$ cat src/rtl/arcade_cen_pkg.sv
// Shared constants for the arcade clock-enable generator: default channel
// count, accumulator width and the 48 MHz master reset ratios.
package arcade_cen_pkg;

  localparam int CEN_NCH  = 5;
  localparam int CEN_ACCW = 8;

  // ch0 in the LSBs: 24M, 12M, 6M, 3M enables and an 8M toggle from 48M
  localparam logic [CEN_NCH*CEN_ACCW-1:0] CEN_DEF_NUM = {8'd1, 8'd1, 8'd1, 8'd1, 8'd1};
  localparam logic [CEN_NCH*CEN_ACCW-1:0] CEN_DEF_DEN = {8'd3, 8'd8, 8'd4, 8'd2, 8'd1};

  // Width of a channel index; a single channel still gets a 1-bit select.
  function automatic int cen_ch_width(input int nch);
    return (nch > 1) ? $clog2(nch) : 1;
  endfunction

endpackage

$ cat src/rtl/cen_frac_div.sv
// One fractional clock-enable channel: N/D phase accumulator producing a
// one-cycle enable per overflow, a toggle output and its edge-qualified enables.
module cen_frac_div #(
  parameter int              ACCW    = 8,
  parameter logic [ACCW-1:0] RST_NUM = 1,
  parameter logic [ACCW-1:0] RST_DEN = 1
) (
  input  logic            i_clk,
  input  logic            i_reset,
  input  logic            i_run,
  input  logic            i_resync,
  input  logic            i_cfg_we,
  input  logic [ACCW-1:0] i_cfg_num,
  input  logic [ACCW-1:0] i_cfg_den,
  output logic            o_cen,
  output logic            o_clkout,
  output logic            o_cen_p,
  output logic            o_cen_n
);

  logic [ACCW-1:0] r_num, r_den, r_acc;
  logic            r_cen, r_clk, r_cen_p, r_cen_n;

  logic            w_active;
  logic [ACCW-1:0] w_num_eff;
  logic [ACCW:0]   w_sum;
  logic            w_ovf;
  logic [ACCW-1:0] w_acc_upd;

  // Accumulate step with the current ratio; numerator clamped so at most one overflow per edge.
  always_comb begin
    // NOTE: every always_comb output gets a default first so no path can infer a latch.
    w_active  = i_run && (r_num != '0) && (r_den != '0);
    w_num_eff = (r_num > r_den) ? r_den : r_num;
    w_sum     = {1'b0, r_acc} + {1'b0, w_num_eff};
    w_ovf     = w_active && (w_sum >= {1'b0, r_den});
    w_acc_upd = r_acc;
    if (w_active) begin
      // The true remainder always fits ACCW bits, so modular subtraction is exact.
      w_acc_upd = w_ovf ? (w_sum[ACCW-1:0] - r_den) : w_sum[ACCW-1:0];
    end
  end

  // Ratio registers, accumulator and registered enable/toggle outputs.
  always_ff @(posedge i_clk) begin
    // NOTE: state is written with non-blocking assignments so every register samples pre-edge values.
    if (i_reset) begin
      r_num   <= RST_NUM;
      r_den   <= RST_DEN;
      r_acc   <= '0;
      r_cen   <= 1'b0;
      r_clk   <= 1'b0;
      r_cen_p <= 1'b0;
      r_cen_n <= 1'b0;
    end else begin
      if (i_cfg_we) begin
        r_num <= i_cfg_num;
        r_den <= i_cfg_den;
      end
      if (i_resync) begin
        r_acc   <= '0;
        r_clk   <= 1'b0;
        r_cen   <= 1'b0;
        r_cen_p <= 1'b0;
        r_cen_n <= 1'b0;
      end else begin
        r_cen   <= w_ovf;
        r_cen_p <= w_ovf & ~r_clk;
        r_cen_n <= w_ovf &  r_clk;
        if (w_ovf) r_clk <= ~r_clk;
        // A shrinking denominator must never leave the phase at or above it.
        if (i_cfg_we && (i_cfg_den != '0) && (w_acc_upd >= i_cfg_den)) r_acc <= '0;
        else                                                          r_acc <= w_acc_upd;
      end
    end
  end

  assign o_cen    = r_cen;
  assign o_clkout = r_clk;
  assign o_cen_p  = r_cen_p;
  assign o_cen_n  = r_cen_n;

endmodule

$ cat src/rtl/arcade_cen_gen.sv
// Multi-channel fractional clock-enable generator: decodes ratio writes to
// per-channel strobes and fans run/resync out to NCH cen_frac_div channels.
module arcade_cen_gen
  import arcade_cen_pkg::*;
#(
  parameter int                       NCH     = CEN_NCH,
  parameter int                       ACCW    = CEN_ACCW,
  parameter logic [NCH*ACCW-1:0]      DEF_NUM = CEN_DEF_NUM,
  parameter logic [NCH*ACCW-1:0]      DEF_DEN = CEN_DEF_DEN,
  localparam int                      CHW     = cen_ch_width(NCH)
) (
  input  logic            clk48M,
  input  logic            reset,
  input  logic            run,
  input  logic            resync,
  input  logic            cfg_we,
  input  logic [CHW-1:0]  cfg_ch,
  input  logic [ACCW-1:0] cfg_num,
  input  logic [ACCW-1:0] cfg_den,
  output logic [NCH-1:0]  cen,
  output logic [NCH-1:0]  clkout,
  output logic [NCH-1:0]  cen_p,
  output logic [NCH-1:0]  cen_n
);

  logic [NCH-1:0] w_cfg_we;

  // One-hot write strobe; indices at or beyond NCH select nothing.
  always_comb begin
    w_cfg_we = '0;
    for (int i = 0; i < NCH; i++) begin
      if (cfg_we && (32'(cfg_ch) == i)) w_cfg_we[i] = 1'b1;
    end
  end

  for (genvar g = 0; g < NCH; g++) begin : g_ch
    cen_frac_div #(
      .ACCW    (ACCW),
      .RST_NUM (DEF_NUM[g*ACCW +: ACCW]),
      .RST_DEN (DEF_DEN[g*ACCW +: ACCW])
    ) u_div (
      .i_clk     (clk48M),
      .i_reset   (reset),
      .i_run     (run),
      .i_resync  (resync),
      .i_cfg_we  (w_cfg_we[g]),
      .i_cfg_num (cfg_num),
      .i_cfg_den (cfg_den),
      .o_cen     (cen[g]),
      .o_clkout  (clkout[g]),
      .o_cen_p   (cen_p[g]),
      .o_cen_n   (cen_n[g])
    );
  end

endmodule

$ cat config.mk
export PLATFORM = sky130hd
export DESIGN_NAME = arcade_cen_gen
export DESIGN_NICKNAME = d
export VERILOG_FILES = /design/src/rtl/arcade_cen_pkg.sv /design/src/rtl/cen_frac_div.sv /design/src/rtl/arcade_cen_gen.sv
export SDC_FILE = /design/constraint.sdc
export NUM_CORES = 1
export LEC_CHECK = 0
export CAP_MARGIN = 40
export CORE_ASPECT_RATIO = 0.5
export CORE_MARGIN = 5
export CORE_UTILIZATION = 58
export CTS_BUF_LIST = sky130_fd_sc_hd__clkbuf_2 sky130_fd_sc_hd__clkbuf_4 sky130_fd_sc_hd__clkbuf_8
export DETAILED_ROUTE_END_ITERATION = 7
export HOLD_SLACK_MARGIN = 0.1
export PLACE_DENSITY = 0.84
export SLEW_MARGIN = 20
export SYNTH_ARGS = -nofsm -noshare
export SYNTH_HDL_FRONTEND = slang
export SYNTH_SLANG_ARGS = --single-unit
$ cat constraint.sdc
create_clock -name clk48M -period 6.4 [get_ports clk48M]
set_input_delay 1.28 -clock clk48M [delete_from_list [all_inputs] [get_ports clk48M]]
set_output_delay 1.28 -clock clk48M [all_outputs]
set_load 0.005 [all_outputs]
* Word level (Yosys, flattened, before mapping)
Cells that the tools add are included.
Storage, ports and cells: bits of input ports 24, register bits 140, output and inout port bits 20, memory bits (read-only) 0, bits in writable memories 0, memories 0, word-level logic and storage cells 147, latch bits 0
Operators by class: multipliers 0, bitwise operators 15, order comparisons 15, equal/unequal tests 4, $add $sub $neg 10, divide/modulo/power cells 0, shifts and indexed selects 0, muxes and demuxes 20, reductions and logical operators 48
Operator list (count):
- $mux W8 | 15
- $reduce_bool A8 Y1 | 11
- $add A8 B8 Y9 | 5
- $ge A9 B8 Y1 | 5
- $ge A8 B8 Y1 | 5
- $gt A8 B8 Y1 | 5
- $sub A8 B8 Y8 | 5
- $logic_and A1 B1 Y1 | 30
- $reduce_or A3 Y1 | 5
- $and A1 B1 Y1 | 10
- $eq A3 B2 Y1 const B | 2
- $mux W1 | 5
- $not A1 Y1 | 5
- $eq A3 B1 Y1 const B | 1
- $eq A3 B3 Y1 const B | 1
- $logic_not A3 Y1 | 1
- $reduce_or A2 Y1 | 1

* Longest topological paths before layout
word-level depth 10, gate-level depth with buffers 33, gate-level depth less buffers 32

* By module
From an unflattened synthesis, not the netlist that was laid out.
Second synthesis, totals: cell total of the unflattened synthesis 1414, area total of the unflattened synthesis 12185.4 µm²
Modules (own cells, without submodules):
- cen_frac_div at g_ch[1].u_div | instances 1, area an instance 2509.9 µm², cells each 291, seq. area each 560.5 µm²
- cen_frac_div at g_ch[4].u_div | instances 1, area an instance 2423.6 µm², cells each 276, seq. area each 560.5 µm²
- cen_frac_div at g_ch[2].u_div | instances 1, area an instance 2398.6 µm², cells each 278, seq. area each 560.5 µm²
- cen_frac_div at g_ch[3].u_div | instances 1, area an instance 2397.3 µm², cells each 281, seq. area each 560.5 µm²
- cen_frac_div at g_ch[0].u_div | instances 1, area an instance 2392.3 µm², cells each 283, seq. area each 560.5 µm²
- arcade_cen_gen | instances 1, area an instance 63.8 µm², cells each 5, seq. area each 0.0 µm²

* Worst setup path after synthesis
OpenSTA, ideal clock, no wires.
kind register to register, from reg g_ch[4].u_div.r_den[1], to reg g_ch[4].u_div.r_acc[5], setup time 0.086 ns, path buffers 1, path slack 0.221 ns, arrival time 6.094 ns, clock period less this slack 6.179 ns, cell stages (with the launch flop) 32, required time 6.314 ns, cell sequence dfxtp_1 -> inv_1 -> ha_1 -> nor2b_1 -> o21a_1 -> o21a_1 -> o21a_1 -> o21bai_1 -> a22oi_1 -> mux2_2 -> ha_1 -> fa_1 -> a211oi_1 -> o21bai_1 -> a21oi_1 -> xnor2_1 -> ha_1 -> nand3_1 -> o31ai_1 -> a21oi_1 -> nor3b_4 -> buf_6 -> nor3_1 -> a221oi_1 -> ha_1 -> nand2b_1 -> a21o_1 -> a21o_1 -> a21oi_1 -> o21ai_0 -> a41o_1 -> a211oi_1
On the way: longest elaborated chain between the ends 10, elaborated cells between the ends (all ways) 13, those cells by class add/sub (2); order compare (3); mux (3); reduce/logical (5)
Ends and longest elaborated chain:
- start: declaration | line cen_frac_div.sv:21 | logic [ACCW-1:0] r_num, r_den, r_acc;
- start signal: assignment | line cen_frac_div.sv:58 | r_den <= i_cfg_den;
- $gt A8 B8 Y1 | line cen_frac_div.sv:34 | w_num_eff = (r_num > r_den) ? r_den : r_num;
- $mux W8 | line cen_frac_div.sv:34
- $add A8 B8 Y9 | line cen_frac_div.sv:35 | w_sum = {1'b0, r_acc} + {1'b0, w_num_eff};
- $ge A9 B8 Y1 | line cen_frac_div.sv:36 | w_ovf = w_active && (w_sum >= {1'b0, r_den});
- $logic_and A1 B1 Y1 | line cen_frac_div.sv:36
- $mux W8 | line cen_frac_div.sv:40 | w_acc_upd = w_ovf ? (w_sum[ACCW-1:0] - r_den) : w_sum[ACCW-1:0];
- $mux W8 * | line cen_frac_div.sv:38 | if (w_active) begin
- $ge A8 B8 Y1 | line cen_frac_div.sv:72 | if (i_cfg_we && (i_cfg_den != '0) && (w_acc_upd >= i_cfg_den)) r_acc <= '0;
- $logic_and A1 B1 Y1 | line cen_frac_div.sv:72
- $reduce_or A3 Y1 (no line)
- end signal: assignment | line cen_frac_div.sv:73 | else r_acc <= w_acc_upd;
- end: declaration | line cen_frac_div.sv:21
Mark *: on every way between the ends. The rest lies on a longest branch, timed or not. A chain may end at the register's enable or synchronous reset.

* Final worst setup path
from reg g_ch[4].u_div.r_den[1], to reg g_ch[4].u_div.r_acc[1]
On the way: longest elaborated chain between the ends 10, elaborated cells between the ends (all ways) 13, those cells by class add/sub (2); order compare (3); mux (3); reduce/logical (5)
Ends and longest elaborated chain:
- $gt A8 B8 Y1 | line cen_frac_div.sv:34
- $mux W8 | line cen_frac_div.sv:34
- $add A8 B8 Y9 | line cen_frac_div.sv:35
- $ge A9 B8 Y1 | line cen_frac_div.sv:36
- $logic_and A1 B1 Y1 | line cen_frac_div.sv:36
- $mux W8 | line cen_frac_div.sv:40
- $mux W8 * | line cen_frac_div.sv:38
- via g_ch[4].u_div.w_acc_upd[1] | line cen_frac_div.sv:28 | logic [ACCW-1:0] w_acc_upd;
- $ge A8 B8 Y1 | line cen_frac_div.sv:72
- $logic_and A1 B1 Y1 | line cen_frac_div.sv:72
- $reduce_or A3 Y1 (no line)
The timed path passes the listed nets; every way through them passes the cells marked *.

==> impl_metrics.toml <==
[run_status]
outcome = "finished, violations left"
violations = "negative setup slack"

[clock_network]
insertion_delay_ps = 480
clk_pin_slew_ps = 90
numCtsBuffers = 17
cts_tree = "built"
clockBufferDepth = 2
cts_root_buffer = "clkbuf_8"
htreeDepth = 4
clock_sinks = 140

[setup_path]
worstSetupEndpointType = "flip-flop"
crit_arrival_ps = 6830
slowest_delay_ps = 380
crit_type = "reg -> reg"
cp.required_ps = 6800
cp_max_fo = 8
start_kind = "flip-flop"
critPathSlowestCell = "o311ai_1"

[drt]
dr_total_vias = 10891
wl_per_cell_um = 20.2
routed_via_density = 6.32
drcViolationCount = 0
wirelength_um = 34700
dr.first_iter.drc_count = 1306
drtAntennaViolNets = 0
first_pass_iters = 6

[synth]
synth_common_cells = "186 x nand2_1, 164 x ha_1, 151 x a21oi_1, 140 x dfxtp_1, 87 x nor2_1"
postSynth.topFlopCell = "dfxtp_1"
ys_seq_area_share_pct = 25.1
yosysMostFrequentCell = "nand2_1"
yosys_warnings = 0
synth_top_area_share_pct = 25.1
ys_types = 68
ys_ff_latch = 140
synth_edf_count = 0
synth_area_leaders = "dfxtp_1 25%, ha_1 18%, a21oi_1 6.8%, nand2_1 6.2%, mux2_2 3.9%"
async_reset_ff_share_pct = 0
avgSynthCellArea_um2 = 8.23
synth_fp_nets = 1557
syn-instance-count = 1359
synth_area_leader_cell = "dfxtp_1"
synth.cell_area_mm2 = 0.0112

[sta]
worst_pin_slew_ps = 867
skew_ps = 14.9
post-route-period-util_pct = 101
hold_ws_ps = 486
setup_slack_ps = -34.7
fmax_mhz = 155
setup-tns-final_ps = -90.5
slew_headroom_pct = 42.0
drv_slew = 0
hold_violations = 0
final-setup-viol-count = 4
period_needed_ps = 6430

[die]
die_w_um = 206
die-area_mm2 = 0.0223
core_area_mm2 = 0.0187
die_height_um = 108
rows = 35
num_io_pins = 44
start_util_pct = 60.0

[pwr]
power.density_mw_per_mm2 = 338
power_leakage_nw = 5.76
irDropWorstVdd_mv = 0.174
finalPower_w = 0.00445

[global_routing]
overflow = 0
antenna_found_initial = 0
grt_pass1_vias = 9860
grt_util_all_layers_pct = 28.5
grt_start_max_net_pins = 83
grt_pass1_wl_um = 50700

[job]
maxCapViolCount = 0

[cells_and_area]
drive_gt1_share_pct = 18.0
area_growth_pct = 17.6
antenna-diode-count = 0
fin_nets = 1650
finalNonFillerCells = 1723

[place]
gp_congestion = 0.973
io_buffers = 43
placed_cells = 1643
dp_hpwl_um = 23900

[worst_hold_path]
min_path_type = "reg -> reg"
==> through the flow <==
step	util [%]	setup WS [ps]	cell area, µm²
2_1_floorplan	-	221	11200
3_3_place_gp	63.9	4.05	11900
3_5_place_dp	63.9	-210	11900
4_1_cts	66.4	23.2	12400
5_1_grt	70.5	-299	13200
6_report	70.5	-34.7	13200
==> path summary, 6_finish.rpt <==
check / startpoint / end / depth (start not counted) / slack, ps
max: g_ch[4].u_div.r_den[1] / g_ch[4].u_div.r_acc[1] / 29 / -30
min: g_ch[1].u_div.r_den[5] / g_ch[1].u_div.r_den[5] / 2 / 490
max reg2reg: g_ch[4].u_div.r_den[1] / g_ch[4].u_div.r_acc[1] / 29 / -30
min reg2reg: g_ch[1].u_div.r_den[5] / g_ch[1].u_div.r_den[5] / 2 / 490
==> registers in the layout, summed over array words and instances (netlist names) <==
name                 count
g_ch.u_div.r_num        40
g_ch.u_div.o_clkout      5
g_ch.u_div.r_den        40
g_ch.u_div.o_cen_n       5
g_ch.u_div.o_cen         5
g_ch.u_div.r_acc        40
g_ch.u_div.o_cen_p       5
==> cells by family after synthesis <==
| family | after synthesis | synth area share (%) |
|---|---|---|
| multiplexers | 74 | 7.16 |
| XOR/XNOR | 52 | 4.07 |
| buffers and inverters | 126 | 4.97 |
| AND/OR/NAND/NOR | 447 | 19.1 |
| AO/OA/AOI/OAI | 346 | 19.5 |
| adder cells (fa/ha/maj) | 174 | 20.1 |
| flip-flops | 140 | 25.1 |
==> placed cells by master, fill, tap and decap left out, types with 15 or more instances in the layout <==
| master | Yosys | routed |
|---|---|---|
| a21o_1 | 30 | 30 |
| a21oi_1 | 151 | 141 |
| a21oi_2 | 6 | 16 |
| buf_4 | 20 | 85 |
| clkbuf_8 | 0 | 17 |
| clkdlybuf4s50_1 | 0 | 42 |
| dfxtp_1 | 140 | 131 |
| ha_1 | 164 | 149 |
| inv_1 | 71 | 69 |
| mux2_2 | 39 | 38 |
| mux2i_1 | 32 | 28 |
| nand2_1 | 186 | 185 |
| nand2b_1 | 15 | 15 |
| nand3_1 | 21 | 21 |
| nand4_1 | 16 | 16 |
| nor2_1 | 87 | 87 |
| nor2b_1 | 37 | 36 |
| nor3_1 | 15 | 15 |
| nor4_1 | 19 | 19 |
| o21a_1 | 24 | 23 |
| o21ai_0 | 39 | 34 |
| xnor2_1 | 41 | 36 |
==> metal layers <==
metal / vias to the layer above / GRT usage, % / part of all wire [%] / routed length [µm]
met5: - / 0 / 0 / 0
met4: 0 / 10.7 / 4.2 / 1470
met3: 155 / 6.95 / 10 / 3510
met2: 641 / 45.4 / 45 / 15800
met1: 5055 / 37.6 / 40 / 14000
li1: 5040 / - / - / -
==> final cells by class <==
cell class	count	area (µm²)
well taps	259	324
clock buffers	17	234
flip-flops and latches	140	2810
fillers	1341	5500
inverters	71	267
repair buffers	129	1070
clock inverters	14	161
multi-input cells	1093	8280
==> critical path, delay by kind of cell, from the launching register on <==
family | cells | cell delay [ps]
AOI/OAI and AO/OA | 17 | 3450
adders and majority gates | 4 | 1220
buffers and inverters | 3 | 430
DFF | 1 | 350
muxes | 1 | 290
and+or+nand+nor | 4 | 620
==> power by group <==
part | total, W | leakage [nW] | switching [W] | internal, W
sequential | 0.00102 | 1.14 | 0.0000670 | 0.000952
combinational | 0.00268 | 4.43 | 0.00141 | 0.00127
clock | 0.000749 | 0.195 | 0.000397 | 0.000352
total | 0.00445 | 5.76 | 0.00188 | 0.00257
==> repair_timing <==
action	CTS	global route
buffers inserted	3	46
hold buffers	0	0
pin swaps	1	51
setup endpoints to repair	18	40
gates resized for setup	8	89
No activity file was read; power rests on OpenSTA's default activity.
